**src/rtl/seq_add_sub_pkg.sv**
```systemverilog
// Shared encodings for seq_add_sub: FSM states, operation modes and counter sizing.
package seq_add_sub_pkg;

  typedef enum logic [1:0] {
    IDLE = 2'd0,
    RUN  = 2'd1,
    DONE = 2'd2
  } state_t;

  localparam logic MODE_ADD = 1'b0;
  localparam logic MODE_SUB = 1'b1;

  // A single-slice configuration still needs a 1-bit counter.
  function automatic int cnt_width(input int n);
    return (n > 1) ? $clog2(n) : 1;
  endfunction

endpackage

```
**src/rtl/seq_add_sub_slice_adder.sv**
```systemverilog
// Combinational SLICE-bit ripple-carry adder assembled from full_adder cells.
module full_adder (
  input  logic a,
  input  logic b,
  input  logic ci,
  output logic s,
  output logic co
);
  assign s  = a ^ b ^ ci;
  assign co = (a & b) | (ci & (a ^ b));
endmodule

module slice_adder #(
  parameter int SLICE = 8
) (
  input  logic [SLICE-1:0] a,
  input  logic [SLICE-1:0] b,
  input  logic             carry_in,
  output logic [SLICE-1:0] sum,
  output logic             carry_out
);
  logic [SLICE:0] w_c;

  assign w_c[0] = carry_in;

  for (genvar i = 0; i < SLICE; i++) begin : g_fa
    full_adder u_fa (
      .a  (a[i]),
      .b  (b[i]),
      .ci (w_c[i]),
      .s  (sum[i]),
      .co (w_c[i+1])
    );
  end

  assign carry_out = w_c[SLICE];
endmodule

```
**src/rtl/seq_add_sub.sv**
```systemverilog
// Multi-cycle adder/subtractor: WIDTH-bit operands processed SLICE bits per clock.
// Optional zero flag is built only when SEQ_ADD_SUB_ZERO_FLAG_EN is defined.
module seq_add_sub
  import seq_add_sub_pkg::*;
#(
  parameter int WIDTH = 32,
  parameter int SLICE = 8
) (
  input  logic             clk,
  input  logic             rst,
  input  logic             in_valid,
  output logic             in_ready,
  input  logic [WIDTH-1:0] a,
  input  logic [WIDTH-1:0] b,
  input  logic             mode,
  input  logic             carry_in,
  output logic             out_valid,
  input  logic             out_ready,
  output logic [WIDTH-1:0] sum,
  output logic             carry_out,
  output logic             overflow,
  output logic             zero
);
  localparam int N     = WIDTH / SLICE;
  localparam int CNT_W = cnt_width(N);
  localparam logic [CNT_W-1:0] LAST = CNT_W'(N - 1);

  state_t                r_state, w_state_next;
  logic [WIDTH-1:0]      r_a, r_b, r_sum;
  logic                  r_carry;
  logic [CNT_W-1:0]      r_cnt;
  logic                  r_carry_out, r_overflow;
  logic [SLICE-1:0]      w_slice_sum;
  logic                  w_slice_co;
  logic [WIDTH+SLICE-1:0] w_sum_cat;
  logic [WIDTH-1:0]      w_sum_next;
  logic                  w_accept, w_run, w_last;

  slice_adder #(.SLICE(SLICE)) u_slice (
    .a         (r_a[SLICE-1:0]),
    .b         (r_b[SLICE-1:0]),
    .carry_in  (r_carry),
    .sum       (w_slice_sum),
    .carry_out (w_slice_co)
  );

  // New slice enters at the MSB end; the concatenation stays valid when SLICE == WIDTH.
  assign w_sum_cat  = {w_slice_sum, r_sum};
  assign w_sum_next = w_sum_cat[WIDTH+SLICE-1:SLICE];
  assign w_accept   = in_valid && (r_state == IDLE);
  assign w_run      = (r_state == RUN);
  assign w_last     = w_run && (r_cnt == LAST);

  always_ff @(posedge clk or posedge rst) begin
    if (rst) r_state <= IDLE;
    else     r_state <= w_state_next;
  end

  always_comb begin
    w_state_next = r_state;
    in_ready     = 1'b0;
    out_valid    = 1'b0;
    case (r_state)
      IDLE: begin
        in_ready = 1'b1;
        if (in_valid) w_state_next = RUN;
      end
      RUN:  if (r_cnt == LAST) w_state_next = DONE;
      DONE: begin
        out_valid = 1'b1;
        if (out_ready) w_state_next = IDLE;
      end
      default: w_state_next = IDLE;
    endcase
  end

  // Operand shift registers carry no reset; they are always reloaded on accept.
  always_ff @(posedge clk) begin
    if (w_accept) begin
      r_a <= a;
      r_b <= (mode == MODE_SUB) ? ~b : b;
    end else if (w_run) begin
      r_a <= r_a >> SLICE;
      r_b <= r_b >> SLICE;
    end
  end

  always_ff @(posedge clk or posedge rst) begin
    if (rst) begin
      r_cnt       <= '0;
      r_carry     <= 1'b0;
      r_sum       <= '0;
      r_carry_out <= 1'b0;
      r_overflow  <= 1'b0;
    end else if (w_accept) begin
      r_cnt   <= '0;
      r_carry <= (mode == MODE_ADD) ? carry_in : 1'b1;
    end else if (w_run) begin
      r_sum   <= w_sum_next;
      r_carry <= w_slice_co;
      if (w_last) begin
        r_cnt       <= '0;
        r_carry_out <= w_slice_co;
        r_overflow  <= r_a[SLICE-1] ^ r_b[SLICE-1] ^ w_slice_sum[SLICE-1] ^ w_slice_co;
      end else begin
        r_cnt <= r_cnt + CNT_W'(1);
      end
    end
  end

`ifdef SEQ_ADD_SUB_ZERO_FLAG_EN
  logic r_zero;

  always_ff @(posedge clk or posedge rst) begin
    if (rst)         r_zero <= 1'b0;
    else if (w_last) r_zero <= (w_sum_next == '0);
  end

  assign zero = r_zero;
`else
  assign zero = 1'b0;
`endif

  assign sum       = r_sum;
  assign carry_out = r_carry_out;
  assign overflow  = r_overflow;

endmodule

```
**config.mk**
```make
export PLATFORM = sky130hd
export DESIGN_NAME = seq_add_sub
export DESIGN_NICKNAME = d
export VERILOG_FILES = /design/src/rtl/seq_add_sub_pkg.sv /design/src/rtl/seq_add_sub_slice_adder.sv /design/src/rtl/seq_add_sub.sv
export SDC_FILE = /design/constraint.sdc
export NUM_CORES = 1
export LEC_CHECK = 0
export CAP_MARGIN = 20
export CORE_MARGIN = 1.5
export CORE_UTILIZATION = 48
export DETAILED_ROUTE_END_ITERATION = 12
export GPL_TIMING_DRIVEN = 0
export PLACE_DENSITY = 0.82
export SLEW_MARGIN = 40
export SYNTH_ARGS = -nofsm -noshare
export SYNTH_HDL_FRONTEND = slang
export SYNTH_SLANG_ARGS = --single-unit
```
**constraint.sdc**
```tcl
create_clock -name clk -period 12.2 [get_ports clk]
set_clock_uncertainty 0.05 [all_clocks]
set_input_delay 3.05 -clock clk [delete_from_list [all_inputs] [get_ports clk]]
set_output_delay 3.05 -clock clk [all_outputs]
set_load 0.01 [all_outputs]
```
==> flow_metrics.env, run 1 <==
export IMPL_fin_crit_sh=0.424
export IMPL_critical_path_required_ns=9.10
export IMPL_drive_gt1_frac=0.105
export IMPL_yosysUniqueCellTypes=29
export IMPL_fmax_mhz=193
export IMPL_use_met2=0.335
export IMPL_dp_cells=620
export IMPL_r2r_end="overflow"
export IMPL_fin_cells=636
export IMPL_cts_buffers=9
export IMPL_placed_area_sq_mm=0.00595
export IMPL_syn_area_sq_mm=0.00468
export IMPL_intPower_w=0.00102
export IMPL_hp_class="register to register"
export IMPL_whs_path_depth=2
export IMPL_start_util=0.502
export IMPL_hold_viol=0
export IMPL_cts_tree="built"
export IMPL_syn_inst=384
export IMPL_crit_path_start_kind="register"
export IMPL_setup_viol=0
export IMPL_cts_reportedPaths_clkPinSlew_ns=0.09
export IMPL_num_rows=35
export IMPL_grt_busiest_layer="met2"
export IMPL_p_seq_frac=0.439
export IMPL_worstReg2RegStart="r_carry"
export IMPL_slew_headroom=0.571
export IMPL_reg2reg_depth=14
export IMPL_core_sq_mm=0.00933
export IMPL_tns_ns=0
export IMPL_power_leakage_nw=2.62
export IMPL_period_needed_ns=5.17
export IMPL_clock_latency_ns=0.36
export IMPL_dp_slack_ns=6.93
export IMPL_synthesis_nets=464
export IMPL_ys_ff_latch=103
export IMPL_fp_dieH_um=102
export IMPL_grt_pass1_wl_mm=14.5
export IMPL_run_status="finished clean"
export IMPL_hold_path_end="sum[2]"
export IMPL_seq_area_frac_synth=0.619
export IMPL_crit_path_end_kind="output pin"
export IMPL_ctsRootBufferMaster="clkbuf_8"
export IMPL_synth_area_per_cell_sq_um=12.2
export IMPL_power_share_combinational=0.429
export IMPL_yosys_warnings=0
export IMPL_reg2reg_slack_ns=7.60
export IMPL_antenna_left=0
export IMPL_p_sw_frac=0.342
export IMPL_fin_area_sq_mm=0.00614
export IMPL_grt_max_degree=40
export IMPL_cts_setup_buffers=0
export IMPL_crit_type="register to output pin"
export IMPL_routed_via_count=3108
export IMPL_slew_viol_final=0
export IMPL_drc=0
export IMPL_clockPowerShare=0.133
export IMPL_async_flop_share=0.379
export IMPL_dp_hpwl_mm=6.91
export IMPL_numPortBuffers=104
export IMPL_worst_slack_ns=7.03
export IMPL_grt_pass1_vias=3190
export IMPL_drt_pre_antenna_iters=4
export IMPL_grt_usage=0.186
export IMPL_ios=107
export IMPL_grtUsageMet1=0.209
export IMPL_post_cts_resized=0
export IMPL_cts_buffer_depth=2
export IMPL_area_growth_syn_to_layout_pct=31.1
export IMPL_crit_arrival_ns=2.07
export IMPL_drt_initial_drc_count=62
export IMPL_hold_path_startpoint="sum[2]"
export IMPL_cts_max_level=3
export IMPL_ctsHoldBuffers=0
export IMPL_die_area_sq_mm=0.0104
export IMPL_power_density_mw_per_mm2=254
export IMPL_worstMarginPinSlew_ns=0.641
export IMPL_globalRoute_totalOverflow=0
export IMPL_crit_fanout=9
export IMPL_cap_violations=0
export IMPL_via_per_inst=4.89
export IMPL_ir_drop_uv=118
export IMPL_die_w_um=102
export IMPL_p_total_w=0.00156
export IMPL_rsz0062_at_grt="false"
export IMPL_wl_per_cell_um=14.2
export IMPL_net_switching_power_w=0.000533
export IMPL_synth_ff_type="edfxtp_1"
export IMPL_antenna_found_initial=0
export IMPL_synth_edff_count=64
export IMPL_num_antenna_cells=0
export IMPL_final_common_cell="nand2_1"
export IMPL_drt_total_wl_mm=9.01
export IMPL_final_cell_mix="121 x nand2_1, 104 x clkdlybuf4s50_1, 64 x edfxtp_1"
export IMPL_place_congestion=0.767
export IMPL_layout_nets=582
export IMPL_groute_layer_met3_usage=0.0476
export IMPL_clock_sinks=103
stage by stage:
| stage | hold slack (ns) | utilization |
|---|---|---|
| CTS | 0.436 | 0.658 |
| detailed placement | 0.414 | 0.638 |
| floorplan | 0.404 | - |
| global route | 0.448 | 0.658 |
| global placement | 0.406 | 0.631 |
| finish | 0.434 | 0.658 |
cell type report:
type | count | area, sq um
Clock buffer | 9 | 124
Clock inverter | 7 | 63.8
Fill cell | 687 | 3190
Tap cell | 129 | 161
Buffer | 23 | 140
Inverter | 8 | 31.3
Multi-Input combinational cell | 250 | 1620
Sequential cell | 103 | 2900
Timing Repair Buffer | 107 | 1100
registers in the layout (all words and copies together) (netlist names):
| name | flops |
|---|---|
| r_b | 32 |
| r_a | 32 |
| r_carry | 1 |
| carry_out | 1 |
| r_cnt | 2 |
| overflow | 1 |
| sum | 32 |
| r_state | 2 |
cell usage after synthesis (2+ instances only):
| cell type | instances | share of area |
|---|---|---|
| and3_1 | 8 | 0.011 |
| buf_1 | 3 | 0.0024 |
| buf_2 | 4 | 0.0043 |
| buf_6 | 3 | 0.0072 |
| buf_8 | 2 | 0.0064 |
| clkbuf_1 | 10 | 0.0080 |
| dfrtp_1 | 39 | 0.21 |
| edfxtp_1 | 64 | 0.41 |
| fa_1 | 8 | 0.034 |
| ha_1 | 2 | 0.0053 |
| inv_1 | 8 | 0.0064 |
| mux2_2 | 2 | 0.0048 |
| mux2_4 | 22 | 0.071 |
| nand2_1 | 121 | 0.097 |
| nand2b_1 | 2 | 0.0027 |
| nor2_1 | 11 | 0.0088 |
| nor2b_1 | 2 | 0.0027 |
| o21ai_0 | 30 | 0.032 |
| xnor2_1 | 33 | 0.062 |
routing by layer:
metal	up-vias	share of wire
li1	1508	-
met1	1472	0.40
met2	109	0.51
met3	19	0.069
met4	0	0.021
met5	-	0
power groups by stage:
| stage | registers (W) | logic [W] | clock network [W] |
|---|---|---|---|
| 6_report | 0.000683 | 0.000667 | 0.000206 |
| 4_1_cts | 0.000684 | 0.000675 | 0.000208 |
| 5_1_grt | 0.000699 | 0.000745 | 0.000224 |
| 3_5_place_dp | 0.000692 | 0.000669 | 0 |
| 2_1_floorplan | 0.000699 | 0.000394 | 0 |
| 3_3_place_gp | 0.000691 | 0.000612 | 0 |
kinds of logic after synthesis:
group | synth area share
adder cells (fa/ha/maj) | 0.0396
buffers and inverters | 0.0364
flip-flops | 0.619
other | 0.000801
AND/OR/NAND/NOR | 0.128
XOR/XNOR | 0.0636
AO/OA/AOI/OAI | 0.0366
multiplexers | 0.0754
worst max path at each step:
stage,end,from,depth (start not counted)
after floorplan,r_a[0],in_valid,3
after global placement,r_a[24],in_valid,4
after detailed placement,r_a[25],in_valid,6
after CTS,in_ready,r_state[1],2
after global routing,in_ready,r_state[1],2
final,in_ready,r_state[1],2
worst max-delay path: stages (launching register included):
cell             delay [ns]
dfrtp_1                0.49
nor2_1                 0.55
clkdlybuf4s50_1        0.66
(Power assumes the default switching activity.)
==> inputs of run 2 (changes only) <==
--- a/config.mk
+++ b/config.mk
@@ -7,10 +7,10 @@
 export LEC_CHECK = 0
 export CAP_MARGIN = 20
 export CORE_MARGIN = 1.5
-export CORE_UTILIZATION = 48
+export CORE_UTILIZATION = 45
 export DETAILED_ROUTE_END_ITERATION = 12
 export GPL_TIMING_DRIVEN = 0
-export PLACE_DENSITY = 0.82
+export PLACE_DENSITY = 0.81
 export SLEW_MARGIN = 40
 export SYNTH_ARGS = -nofsm -noshare
 export SYNTH_HDL_FRONTEND = slang
==> constraint.sdc (replaced) <==
create_clock -name clk -period 4.6 [get_ports clk]
set_clock_uncertainty 0.05 [all_clocks]
set_input_delay 1.15 -clock clk [delete_from_list [all_inputs] [get_ports clk]]
set_output_delay 1.15 -clock clk [all_outputs]
set_load 0.01 [all_outputs]
==> run 2 against run 1 <==
Effect of this change: sequential cell count is the same; register-to-register slack lost 7.4 ns; setup slack lost 6.8 ns; critical path type is now register to register; largest power group unchanged.
==> flow_metrics.env, run 2 (synthesis gave the netlist of run 1 again) <==
export IMPL_fin_cells=643
export IMPL_dp_cells=627
export IMPL_numPortBuffers=104
export IMPL_hp_class="register to register"
export IMPL_cts_reportedPaths_clkPinSlew_ns=0.09
export IMPL_drive_gt1_frac=0.120
export IMPL_ios=107
export IMPL_drt_initial_drc_count=126
export IMPL_cts_buffers=9
export IMPL_cts_buffer_depth=2
export IMPL_core_sq_mm=0.0102
export IMPL_cts_max_level=3
export IMPL_worstMarginPinSlew_ns=0.648
export IMPL_crit_fanout=2
export IMPL_p_total_w=0.00418
export IMPL_critPathSlowestCell="fa_2"
export IMPL_power_density_mw_per_mm2=675
export IMPL_cp_cell_sequence="inv_1 -> fa_1 -> inv_1 -> fa_1 -> fa_2 -> fa_2 -> fa_2 -> fa_2 -> fa_1 -> inv_1 -> fa_2 -> xor2_2 -> xnor2_1 -> o21ai_1"
export IMPL_clock_latency_ns=0.36
export IMPL_critical_path_required_ns=4.80
export IMPL_slew_headroom=0.567
export IMPL_period_needed_ns=4.37
export IMPL_via_per_inst=4.71
export IMPL_num_antenna_cells=0
export IMPL_final_cell_mix="121 x nand2_1, 104 x clkdlybuf4s50_1, 64 x edfxtp_1"
export IMPL_whs_path_depth=2
export IMPL_dp_hpwl_mm=6.78
export IMPL_r2r_end="overflow"
export IMPL_grt_max_degree=40
export IMPL_worst_slack_ns=0.231
export IMPL_ctsRootBufferMaster="clkbuf_8"
export IMPL_routed_via_count=3028
export IMPL_layout_nets=582
export IMPL_cp_slowest_stage_delay_ns=0.47
export IMPL_hold_path_end="sum[4]"
export IMPL_worstReg2RegStart="r_a[0]"
export IMPL_drc=0
export IMPL_place_congestion=0.762
export IMPL_final_common_cell="nand2_1"
export IMPL_fp_dieH_um=105
export IMPL_antenna_left=0
export IMPL_tns_ns=0
export IMPL_crit_type="register to register"
export IMPL_dp_slack_ns=-0.0668
export IMPL_crit_arrival_ns=4.56
export IMPL_wl_per_cell_um=13.6
export IMPL_globalRoute_totalOverflow=0
export IMPL_cts_tree="built"
export IMPL_ir_drop_uv=294
export IMPL_reg2reg_slack_ns=0.23
export IMPL_fin_crit_sh=0.950
export IMPL_reg2reg_depth=14
export IMPL_cap_violations=0
export IMPL_setup_viol=0
export IMPL_crit_path_end_kind="register"
export IMPL_grt_usage=0.168
export IMPL_hold_viol=0
export IMPL_num_rows=37
export IMPL_grt_pass1_vias=3108
export IMPL_n_fill_cell=837
export IMPL_cts_setup_buffers=0
export IMPL_die_w_um=105
export IMPL_hold_path_startpoint="sum[4]"
export IMPL_run_status="finished clean"
export IMPL_power_leakage_nw=2.63
export IMPL_crit_path_start_kind="register"
export IMPL_slew_viol_final=0
export IMPL_fin_util=0.608
export IMPL_clock_sinks=103
export IMPL_ctsHoldBuffers=0
export IMPL_antenna_found_initial=0
export IMPL_area_growth_syn_to_layout_pct=32.4
export IMPL_start_util=0.459
export IMPL_drt_pre_antenna_iters=5
export IMPL_grt_pass1_wl_mm=14.4
export IMPL_drt_total_wl_mm=8.75
export IMPL_fmax_mhz=229
export IMPL_rsz0062_at_grt="false"
export IMPL_die_area_sq_mm=0.0110
export IMPL_crit_top_cell="fa_2"
run 2: changes by cell type in the layout (fill, tap and decap cells not counted), moves of 2 or more:
cell / before / now
clkinv_1: 2 / 0
fa_1: 8 / 3
fa_2: 0 / 5
inv_6: 0 / 2
run 2: final cells by class:
| cell class | count | area [sq um] | area share |
|---|---|---|---|
| Sequential cell | 103 | 2900 | 0.468 |
| Multi-Input combinational cell | 250 | 1640 | 0.265 |
| Timing Repair Buffer | 107 | 1110 | 0.179 |
| Tap cell | 136 | 170 | 0.0275 |
| Buffer | 23 | 140 | 0.0226 |
| Clock buffer | 9 | 124 | 0.0200 |
| Clock inverter | 7 | 80.1 | 0.0129 |
| Inverter | 8 | 31.3 | 0.00505 |
run 2: worst max-delay path: cells and delay by family, from the launching register on:
family                   cells  cell delay, ns
AO/OA/AOI/OAI                1            0.07
XOR/XNOR                     2            0.31
adder cells (fa/ha/maj)      8            3.15
buffers and inverters        3            0.26
flip-flops                   1            0.41
run 2: what timing repair did:
action / in CTS / in global routing
pin swaps: 1 / 0
hold endpoints to repair: 0 / 0
setup endpoints to repair: 1 / 1
gates resized for setup: 1 / 6
run 2: where the power goes:
group,switching (W),internal (W)
Clock,0.000319,0.000257
Combinational,0.000891,0.000909
Sequential,0.000214,0.00159
run 2: through the flow:
stage	instance area, sq um	hold WS (ns)
floorplan	4680	0.404
global placement	5890	0.406
detailed placement	5970	0.412
CTS	6170	0.436
global route	6190	0.466
finish	6190	0.435
run 2: worst max path at each step:
| stage | slack, ns | endpoint | from | cells past startpoint |
|---|---|---|---|---|
| 2_1_floorplan | 0.26 | overflow | r_carry | 14 |
| 3_3_place_gp | -0.21 | r_a[24] | in_valid | 4 |
| 3_5_place_dp | -0.07 | overflow | r_a[0] | 14 |
| 4_1_cts | 0.006 | overflow | r_a[0] | 14 |
| 5_1_grt | 0.04 | overflow | r_a[0] | 14 |
| 6_report | 0.23 | overflow | r_a[0] | 14 |
run 2: layer usage:
metal  global-route usage  vias to the layer above  part of all wire
li1                     -                     1501                 -
met1                0.200                     1394              0.42
met2                0.294                      119              0.49
met3               0.0399                       14             0.074
met4               0.0646                        0             0.016
met5                    0                        -                 0
